**src/rtl/bus_master_pkg.sv**
```systemverilog
// rtl/bus_master_pkg.sv - shared register-bus field layout and bus_in packing helper
package bus_master_pkg;

    localparam int BUS_ADDR_WIDTH    = 16;
    localparam int BUS_DATA_WIDTH    = 32;

    localparam int BUS_FIELD_CLK     = 0;
    localparam int BUS_FIELD_RESET   = 1;
    localparam int BUS_FIELD_ADDR    = 2;
    localparam int BUS_FIELD_WR_DATA = BUS_FIELD_ADDR + BUS_ADDR_WIDTH;
    localparam int BUS_FIELD_WE      = BUS_FIELD_WR_DATA + BUS_DATA_WIDTH;
    localparam int BUS_FIELD_RE      = BUS_FIELD_WE + 1;
    localparam int BUS_IN_WIDTH      = BUS_FIELD_RE + 1;

    localparam int BUS_RD_DATA_LSB   = 0;
    localparam int BUS_RD_DATA_MSB   = BUS_DATA_WIDTH - 1;
    localparam int BUS_FIELD_RD_ACK  = BUS_DATA_WIDTH;
    localparam int BUS_FIELD_WR_ACK  = BUS_FIELD_RD_ACK + 1;
    localparam int BUS_FIELD_IRQ     = BUS_FIELD_WR_ACK + 1;
    localparam int BUS_OUT_WIDTH     = BUS_FIELD_IRQ + 1;

    localparam int BUS_TIMER_WIDTH   = 16;

    // Concatenation order must track the BUS_FIELD_* offsets above.
    function automatic logic [BUS_IN_WIDTH-1:0] pack_bus_in(
        input logic                      clk,
        input logic                      reset_l,
        input logic [BUS_ADDR_WIDTH-1:0] addr,
        input logic [BUS_DATA_WIDTH-1:0] wr_data,
        input logic                      we,
        input logic                      re
    );
        pack_bus_in = {re, we, wr_data, addr, reset_l, clk};
    endfunction

endpackage

```
**src/rtl/bus_timer.sv**
```systemverilog
// rtl/bus_timer.sv - loadable up-counter with terminal flag for ack timeouts
module bus_timer
    import bus_master_pkg::*;
#(
    parameter int TIMEOUT = 64
) (
    input  logic bus_clk,
    input  logic bus_reset_l,
    input  logic load,
    input  logic inc,
    output logic done
);

    localparam logic [BUS_TIMER_WIDTH-1:0] TERMINAL = BUS_TIMER_WIDTH'(TIMEOUT - 1);

    logic [BUS_TIMER_WIDTH-1:0] count;

    always_ff @(posedge bus_clk or negedge bus_reset_l) begin
        if (!bus_reset_l) begin
            count <= '0;
        end else if (load) begin
            count <= '0;
        end else if (inc) begin
            count <= count + BUS_TIMER_WIDTH'(1);
        end
    end

    // Terminal on the TIMEOUT-th WAIT cycle, since the count starts at zero.
    assign done = (count == TERMINAL);

endmodule

```
**src/rtl/bus_master.sv**
```systemverilog
// rtl/bus_master.sv - single-outstanding register-bus master with ack timeout
module bus_master
    import bus_master_pkg::*;
#(
    parameter int TIMEOUT = 64
) (
    input  logic                      bus_clk,
    input  logic                      bus_reset_l,
    input  logic                      req_valid,
    output logic                      req_ready,
    input  logic                      req_write,
    input  logic [BUS_ADDR_WIDTH-1:0] req_addr,
    input  logic [BUS_DATA_WIDTH-1:0] req_wr_data,
    output logic                      rsp_valid,
    input  logic                      rsp_ready,
    output logic [BUS_DATA_WIDTH-1:0] rsp_rd_data,
    output logic                      rsp_err,
    output logic                      irq,
    output logic [BUS_IN_WIDTH-1:0]   bus_in,
    input  logic [BUS_OUT_WIDTH-1:0]  bus_out
);

    localparam logic [1:0] S_IDLE  = 2'd0;
    localparam logic [1:0] S_ISSUE = 2'd1;
    localparam logic [1:0] S_WAIT  = 2'd2;
    localparam logic [1:0] S_RESP  = 2'd3;

    logic [1:0]                state;
    logic [1:0]                state_nxt;
    logic [BUS_ADDR_WIDTH-1:0] addr_q;
    logic [BUS_DATA_WIDTH-1:0] wr_data_q;
    logic                      write_q;
    logic                      we_q;
    logic                      re_q;

    logic                      accept;
    logic                      finish_ok;
    logic                      finish_to;
    logic                      rsp_take;
    logic                      timer_load;
    logic                      timer_inc;
    logic                      timer_done;

    logic [BUS_DATA_WIDTH-1:0] bus_rd_data;
    logic                      bus_rd_ack;
    logic                      bus_wr_ack;
    logic                      ack_match;

    assign bus_rd_data = bus_out[BUS_RD_DATA_MSB:BUS_RD_DATA_LSB];
    assign bus_rd_ack  = bus_out[BUS_FIELD_RD_ACK];
    assign bus_wr_ack  = bus_out[BUS_FIELD_WR_ACK];
    assign ack_match   = write_q ? bus_wr_ack : bus_rd_ack;

    bus_timer #(
        .TIMEOUT (TIMEOUT)
    ) u_timer (
        .bus_clk     (bus_clk),
        .bus_reset_l (bus_reset_l),
        .load        (timer_load),
        .inc         (timer_inc),
        .done        (timer_done)
    );

    always_ff @(posedge bus_clk or negedge bus_reset_l) begin
        if (!bus_reset_l) begin
            state <= S_IDLE;
        end else begin
            state <= state_nxt;
        end
    end

    always_comb begin
        state_nxt = state;
        case (state)
            S_IDLE:  if (req_valid) state_nxt = S_ISSUE;
            S_ISSUE: state_nxt = ack_match ? S_RESP : S_WAIT;
            S_WAIT:  if (ack_match || timer_done) state_nxt = S_RESP;
            S_RESP:  if (rsp_ready) state_nxt = S_IDLE;
            default: state_nxt = S_IDLE;
        endcase
    end

    // A matching ack always takes priority over a coincident timeout.
    always_comb begin
        accept     = 1'b0;
        finish_ok  = 1'b0;
        finish_to  = 1'b0;
        rsp_take   = 1'b0;
        timer_load = 1'b0;
        timer_inc  = 1'b0;
        case (state)
            S_IDLE: begin
                accept     = req_valid;
                timer_load = req_valid;
            end
            S_ISSUE: finish_ok = ack_match;
            S_WAIT: begin
                timer_inc = 1'b1;
                finish_ok = ack_match;
                finish_to = !ack_match && timer_done;
            end
            S_RESP:  rsp_take = rsp_ready;
            default: ;
        endcase
    end

    always_ff @(posedge bus_clk or negedge bus_reset_l) begin
        if (!bus_reset_l) begin
            addr_q      <= '0;
            wr_data_q   <= '0;
            write_q     <= 1'b0;
            we_q        <= 1'b0;
            re_q        <= 1'b0;
            rsp_valid   <= 1'b0;
            rsp_err     <= 1'b0;
            rsp_rd_data <= '0;
            irq         <= 1'b0;
        end else begin
            we_q <= 1'b0;
            re_q <= 1'b0;
            if (accept) begin
                addr_q    <= req_addr;
                wr_data_q <= req_wr_data;
                write_q   <= req_write;
                we_q      <= req_write;
                re_q      <= !req_write;
            end
            if (finish_ok) begin
                rsp_valid   <= 1'b1;
                rsp_err     <= 1'b0;
                rsp_rd_data <= write_q ? '0 : bus_rd_data;
            end else if (finish_to) begin
                rsp_valid   <= 1'b1;
                rsp_err     <= 1'b1;
                rsp_rd_data <= '0;
            end else if (rsp_take) begin
                rsp_valid   <= 1'b0;
            end
            irq <= bus_out[BUS_FIELD_IRQ];
        end
    end

    assign req_ready = (state == S_IDLE);
    assign bus_in    = pack_bus_in(bus_clk, bus_reset_l, addr_q, wr_data_q, we_q, re_q);

endmodule

```
**config.mk**
```make
export PLATFORM = sky130hd
export DESIGN_NAME = bus_master
export DESIGN_NICKNAME = d
export VERILOG_FILES = /design/src/rtl/bus_master_pkg.sv /design/src/rtl/bus_timer.sv /design/src/rtl/bus_master.sv
export SDC_FILE = /design/constraint.sdc
export NUM_CORES = 1
export LEC_CHECK = 0
export BUFFER_PORTS_ARGS = -buffer_cell sky130_fd_sc_hd__buf_4
export CORE_UTILIZATION = 32
export CTS_CLUSTER_SIZE = 10
export DETAILED_ROUTE_END_ITERATION = 8
export SLEW_MARGIN = 20
export SYNTH_ARGS = -nofsm -noshare
export SYNTH_HDL_FRONTEND = slang
export SYNTH_SLANG_ARGS = --single-unit
```
**constraint.sdc**
```tcl
create_clock -name bus_clk -period 1.9 [get_ports bus_clk]
set_clock_uncertainty 0.05 [all_clocks]
set_input_delay 0 -clock bus_clk [delete_from_list [all_inputs] [get_ports bus_clk]]
set_output_delay 0 -clock bus_clk [all_outputs]
set_load 0.05 [all_outputs]
```
==> flow_summary.ini, run 1 <==
[status]
status = finished clean

[route]
drt_iter0_drc = 279
wl_per_cell_um = 14.4
routed_via_density = 4.54
final_wl_um = 12100
detail_route.drc_violations = 0
route.vias.total = 3828
drt_first_pass_iters = 4
drt.antenna.violating_nets = 0

[synthesis]
synth_top_flop_cell = dfrtp_1
syn-num-nets = 493
synth-edff-count = 0
synthesized_cell_area_um2 = 4150
total_number_of_yosys_warnings = 0
ys_async_sr_fraction_pct = 100
synthDistinctLibCells = 38
postSynthCellCount = 400
synth_seq_area_share_pct = 62.7
synth-seq-cells = 104
synthesis.area_per_instance_um2 = 10.4

[power_and_ir_drop]
power_switching_mw = 5.90
switching_share_of_power_pct = 47.5
power.static_leakage_nw = 3.60
comb_power_share_pct = 53.2
power_frac_clock_pct = 17.6
internal_power_mw = 6.53
powerDensity_nw_per_um2 = 1770
max-vdd-ir-drop_v = 0.000999
post-layout-total-power_mw = 12.4
seq_power_share_pct = 29.1

[clock_tree]
cts.reportedPaths.clkPinSlew_ps = 70
worst_skew_pair.late_latency_ps = 460
cts_tree = done

[cells_and_area]
layout.filler_cells = 1050
post_route_cells_drive_above_1_share_pct = 33.4
syn_to_final_growth_pct = 68.9
nets = 758
fin_util_pct = 55.5
most-common-layout-cells = buf_4, nand2_1, dfrtp_1
multiInputGateArea_um2 = 1460
sequential_cell_area_um2 = 2600
mostFrequentLayoutCell = buf_4

[timing]
grt_setup_unrepaired = true
layout_min_cycle_time_ps = 1850
setup_viol_count_final = 0
fmaxAchievable_ghz = 0.539
post-route-worst-setup-slack_ps = 45.5
slew-limit-headroom_pct = 66.2
finalCritPeriodShare_pct = 97.6
report.final.hold_viol_count = 0
worstMarginPinSlew_ps = 508
number_of_max_slew_violations_in_the_final_report = 0
fin_tns_setup_ps = 0

[placement]
detailedPlacementHpwl_um = 7500
io_buffers = 175
dp_slack_ps = -20.1
gpl.final_weighted_congestion = 0.802

[worst_setup_path]
startpoint_type = flop
worst-r2r-setup-slack_ps = 50
worstReg2RegStart = state[0]$_DFFE_PN0P_
worst-setup-path-type = flop to flop
timing.reg2reg.worst_path_depth = 6
cp_data_required_time_ps = 2240
worst_ep_arrival_time_ps = 2190
reg2reg_to = u_timer.count[12]$_DFFE_PN0P_
worstPathMaxFanout = 5
worstSetupEndpointType = flop

[die]
coreArea_um2 = 12600
top_level_ports = 176
initial_utilization_pct = 32.9
die-area_um2 = 13400
placementRows = 41
die_w_um = 116
die_h_um = 116

[grt]
vias_in_the_first_global_route = 3914
grtUsageTotal_pct = 18.2
antenna_found_initial = 1
first_pass_grt_wire_length_um = 18700
pin_count_of_the_biggest_net_entering_global_routing = 66
grt-ovfl-total = 0

[min_path]
worstHoldPathType = input port to asynchronous set/reset pin

[run]
maxCapViolCount = 0
-- how the worst max path moves through the flow --
| stage | start | endpoint | slack, ps | depth (start not counted) |
|---|---|---|---|---|
| 2_1_floorplan | state[0]$_DFFE_PN0P_ | u_timer.count[12]$_DFFE_PN0P_ | 20 | 7 |
| 3_3_place_gp | state[0]$_DFFE_PN0P_ | u_timer.count[14]$_DFFE_PN0P_ | 60 | 6 |
| 3_5_place_dp | state[0]$_DFFE_PN0P_ | u_timer.count[14]$_DFFE_PN0P_ | -20 | 6 |
| 4_1_cts | state[0]$_DFFE_PN0P_ | u_timer.count[12]$_DFFE_PN0P_ | 5 | 6 |
| 5_1_grt | u_timer.count[0]$_DFFE_PN0P_ | u_timer.count[12]$_DFFE_PN0P_ | -50 | 6 |
| 6_report | state[0]$_DFFE_PN0P_ | u_timer.count[12]$_DFFE_PN0P_ | 50 | 6 |
-- cell type report --
cell class	instances	share of cell area, %
clock inverters	6	0.607
clock buffers	14	4.59
flip-flops and latches	104	37.1
repair buffers	274	33.4
inverters	6	0.321
multi-input cells	266	20.9
diodes	1	0.0357
well taps	172	3.07
-- Yosys cell counts (2+ instances only) --
library cell,n,area [um^2]
clkbuf_1,15,56.3
and2_1,2,12.5
mux2i_1,2,20.0
nor2_1,13,48.8
a21oi_1,8,40.0
o21ai_0,5,25.0
a22o_1,32,280
nor2b_1,2,12.5
nand2_1,153,574
xnor2_1,5,43.8
buf_4,5,37.5
or3_1,4,25.0
xor2_1,5,43.8
and3_1,3,18.8
dfrtp_1,104,2600
ha_1,5,62.6
buf_2,3,15.0
nor3_1,3,15.0
nand3_1,4,20.0
nand4_1,4,25.0
inv_1,6,22.5
-- power groups by stage --
stage               clock, mW  combinational (mW)  sequential [mW]
floorplan               0.113                1.64             6.26
global route             2.36                7.01             3.72
finish                   2.19                6.62             3.62
CTS                      2.27                6.57             3.60
detailed placement      0.113                6.39             3.62
global placement        0.113                6.30             3.60
-- sequential cells by signal (all words and copies together) (netlist names) --
name and flops:
addr_q 16, irq 1, re_q 1, rsp_err 1, rsp_rd_data 32, rsp_valid 1, state 2, u_timer.count 16
we_q 1, wr_data_q 32, write_q 1
-- through the flow --
step / cells / instance area (um^2) / hold WS (ps)
4_1_cts: 841 / 6960 / 45.7
6_report: 843 / 7010 / 69.9
2_1_floorplan: 400 / 4160 / -346
3_5_place_dp: 735 / 5730 / -1.78
5_1_grt: 843 / 7010 / 94.5
3_3_place_gp: 735 / 5730 / -0.615
-- timing repair --
action / in CTS / in global routing
hold buffers: 87 / 0
gates resized for setup: 1 / 6
endpoints found under the setup margin: 3 / 38
pin swaps: 0 / 1
hold endpoints to repair: 191 / 0
gates cloned: 0 / 0
setup buffers: 0 / 1
-- critical path, stage by stage, from the launching register on --
cell and delay [ps]:
dfrtp_1 400, inv_2 100, ha_4 170, nand3_2 90, or4_4 490, or3_1 330, a21oi_2 140
-- metal layers --
metal / part of all wire [%] / GRT usage (%) / vias up
met5: 0 / 0 / -
met4: 2.2 / 6.84 / 0
met3: 8.2 / 6.90 / 18
met2: 49 / 30.2 / 163
met1: 41 / 21.5 / 1807
li1: - / - / 1840
-- cell families (layout without fill, tap and decap cells) --
group	Yosys count	count (layout)	synth area share [%]
fa+ha+maj	5	5	1.51
buf+inv	30	300	3.26
compound gates	50	50	9.32
other cells	0	1	0
xor+xnor	10	10	2.11
flops	104	104	62.7
mux	3	3	0.754
simple gates	198	198	20.3
No activity file was read; power rests on OpenSTA's default activity.
==> run 2: changes to the inputs <==
--- a/config.mk
+++ b/config.mk
@@ -6,10 +6,12 @@
 export NUM_CORES = 1
 export LEC_CHECK = 0
 export BUFFER_PORTS_ARGS = -buffer_cell sky130_fd_sc_hd__buf_4
+export CORE_ASPECT_RATIO = 0.5
 export CORE_UTILIZATION = 32
 export CTS_CLUSTER_SIZE = 10
 export DETAILED_ROUTE_END_ITERATION = 8
 export SLEW_MARGIN = 20
 export SYNTH_ARGS = -nofsm -noshare
 export SYNTH_HDL_FRONTEND = slang
+export SYNTH_HIERARCHICAL = 1
 export SYNTH_SLANG_ARGS = --single-unit
==> run 2 against run 1 <==
The run now ends with negative setup slack left; hold slack gained 13 ps; via count decreased by 8.0%; cell count is 8.8% lower; non-clock buffer count is 20 higher; first-iteration DRC count fell by 54%; combinational power is 13% higher; fmax down 18%; setup slack got worse by 400 ps; register-to-register slack worse by 400 ps; critical path type unchanged; highest routed layer unchanged.
==> flow_summary.ini, run 2 <==
[status]
status = finished with violations
violated_checks = negative setup slack

[timing]
post-route-worst-setup-slack_ps = -352
grt_setup_unrepaired = true
finalCritPeriodShare_pct = 119
layout_min_cycle_time_ps = 2250
number_of_max_slew_violations_in_the_final_report = 0
fmaxAchievable_ghz = 0.444
report.final.hold_viol_count = 0
setup_viol_count_final = 35
slew-limit-headroom_pct = 59.9
worstMarginPinSlew_ps = 602

[worst_setup_path]
worstReg2RegStart = u_timer/count[14]$_DFFE_PN0P_
crit_family = simple AND/OR/NAND/NOR gates
worst-r2r-setup-slack_ps = -350
reg2reg_to = rsp_rd_data[1]$_DFFE_PN0P_
critical_path_buf_inv_count = 1
crit_end = rsp_rd_data[1]$_DFFE_PN0P_
critical_path.startpoint = u_timer/count[14]$_DFFE_PN0P_
path_cells = or4_4 > nor3_2 > nand4_1 > nor2_4 > nand2_2 > nor2_4 > buf_6 > a21oi_4 > a22o_1
worstPathMaxFanout = 9
startpoint_type = flop
cp_data_required_time_ps = 2190
worst_ep_arrival_time_ps = 2550
timing.reg2reg.worst_path_depth = 9
cell_with_the_biggest_individual_delay_on_the_critical_path = or4_4
cp.depth = 9
timing.critical_path.mode_cell = nor2_4
worst-setup-path-type = flop to flop
worstSetupEndpointType = flop
peak_per_stage_delay_on_the_critical_path_ps = 540

[cells_and_area]
nets = 687
layout.cell_area.non_filler_um2 = 7280
antenna_cells_inserted = 0
layout_top_registers = rsp_rd_data x32, wr_data_q x32
fin_util_pct = 57.0
syn_to_final_growth_pct = 71.7
layout.cells.non_filler = 769
post_route_cells_drive_above_1_share_pct = 50.4
mostFrequentLayoutCell = buf_4
layout.filler_cells = 1032
most-common-layout-cells = buf_4, dfrtp_1, dlygate4sd3_1

[synthesis]
synth_top_cells_by_count = dfrtp_1, mux2_2, a22o_1, nor2_1, nand2_1
postSynthCellCount = 303
synthesis.area_per_instance_um2 = 14.0
post_synth_main_area_contributors = dfrtp_1, mux2_2, a22o_1, nor2_1, ha_1
total_number_of_yosys_warnings = 6
synth_top_flop_cell = dfrtp_1
synthDistinctLibCells = 42
yosysTopAreaCell = dfrtp_1
syn-num-nets = 396
synthesized_cell_area_um2 = 4240
post-synth-top-count-cell = dfrtp_1
ys_async_sr_fraction_pct = 100
synth-seq-cells = 104
synth-edff-count = 0
synth_seq_area_share_pct = 61.4
synthDominantCellAreaShare_pct = 61.4

[min_path]
worstHoldPathType = input port to asynchronous set/reset pin

[die]
top_level_ports = 176
die-area_um2 = 13700
initial_utilization_pct = 33.2
die_w_um = 165
coreArea_um2 = 12800
die_h_um = 83.4
placementRows = 29

[grt]
antenna_found_initial = 0
vias_in_the_first_global_route = 3649
grtUsageTotal_pct = 17.7
pin_count_of_the_biggest_net_entering_global_routing = 51
grt-ovfl-total = 0
first_pass_grt_wire_length_um = 18600

[route]
route.vias.total = 3522
drt_iter0_drc = 128
highest-signal-layer = met4
drt.antenna.violating_nets = 0
met3_length_um = 370
detail_route.drc_violations = 0
drt_first_pass_iters = 5
routed_via_density = 4.58
wl_met1_um = 4920
wl_per_cell_um = 15.5
met2_length_um = 6360
final_wl_um = 11900

[run]
maxCapViolCount = 0

[power_and_ir_drop]
powerDensity_nw_per_um2 = 1860
post-layout-total-power_mw = 13.5
max-vdd-ir-drop_v = 0.000935
power.static_leakage_nw = 3.51

[clock_tree]
worst_skew_pair.late_latency_ps = 450
cts.reportedPaths.clkPinSlew_ps = 70
cts_tree = done

[placement]
io_buffers = 175
placedInstanceArea_um2 = 5850
place.detailed.instances = 652
gpl.final_weighted_congestion = 0.749
detailedPlacementHpwl_um = 7250
dp_slack_ps = -373
## run 2: changes by cell type after synthesis, moves of 2 or more
cell	delta
nand2_1	-143
mux2_2	+47
clkbuf_1	-13
a21oi_1	-6
buf_2	+5
nor2_1	+5
buf_6	+4
o21ai_0	-3
or3_1	-3
and2_1	-2
mux2_1	+2
mux2_4	+2
or4_1	+2
## run 2: worst min-delay path by stage
| stage | start | endpoint | depth (start not counted) |
|---|---|---|---|
| after floorplan | bus_reset_l | addr_q[0]$_DFFE_PN0P_ | 0 |
| final | bus_reset_l | addr_q[2]$_DFFE_PN0P_ | 3 |
| after CTS | bus_out[32] | state[0]$_DFFE_PN0P_ | 4 |
| after global placement | bus_reset_l | addr_q[2]$_DFFE_PN0P_ | 2 |
| after global routing | bus_reset_l | addr_q[0]$_DFFE_PN0P_ | 3 |
| after detailed placement | bus_reset_l | addr_q[1]$_DFFE_PN0P_ | 2 |
## run 2: timing repair
action | CTS | global route
gates resized for setup | 4 | 11
endpoints found under the hold margin | 191 | 0
gates cloned | 0 | 2
setup endpoints to repair | 35 | 38
setup buffers | 2 | 7
hold buffers | 87 | 0
pin swaps | 3 | 27
## run 2: area by class of cell
cell class | count | area [um^2] | area share (%)
Clock buffer | 15 | 315 | 4.33
Clock inverter | 5 | 81.3 | 1.12
Inverter | 7 | 26.3 | 0.361
Multi-Input combinational cell | 174 | 1570 | 21.6
Sequential cell | 104 | 2600 | 35.8
Tap cell | 170 | 213 | 2.92
Timing Repair Buffer | 294 | 2470 | 33.9
## run 2: per-stage QoR
step	TNS (ps)	hold slack [ps]
after floorplan	-5610	-346
after CTS	-10910	44.1
final	-11200	82.9
after detailed placement	-12000	15.4
after global routing	-15700	127
after global placement	-12800	13.4
## run 2: tightest hold or removal path: stages
cell and delay (ps):
dlygate4sd3_1 530, buf_4 130, buf_4 320
## run 2: power breakdown
part	leakage, nW	switching (mW)	internal (mW)	total, mW
clock	0.191	0.950	1.45	2.40
sequential	1.29	0.511	3.15	3.66
combinational	2.03	4.72	2.73	7.45
## run 2: cells by family (layout without fill, tap and decap cells)
logic type | Yosys count | count (layout) | share of synthesized area (%)
AO/OA/AOI/OAI | 43 | 45 | 8.65
XOR/XNOR | 12 | 12 | 2.48
adder cells (fa/ha/maj) | 5 | 5 | 1.48
buffers and inverters | 27 | 321 | 3.87
flip-flops | 104 | 104 | 61.4
multiplexers | 53 | 53 | 14.2
AND/OR/NAND/NOR | 59 | 59 | 7.88
## run 2: metal layers
layer,GRT usage [%],vias to the layer above
li1,-,1653
met1,20.3,1754
met2,30.9,89
met3,4.85,26
met4,7.76,0
met5,0,-
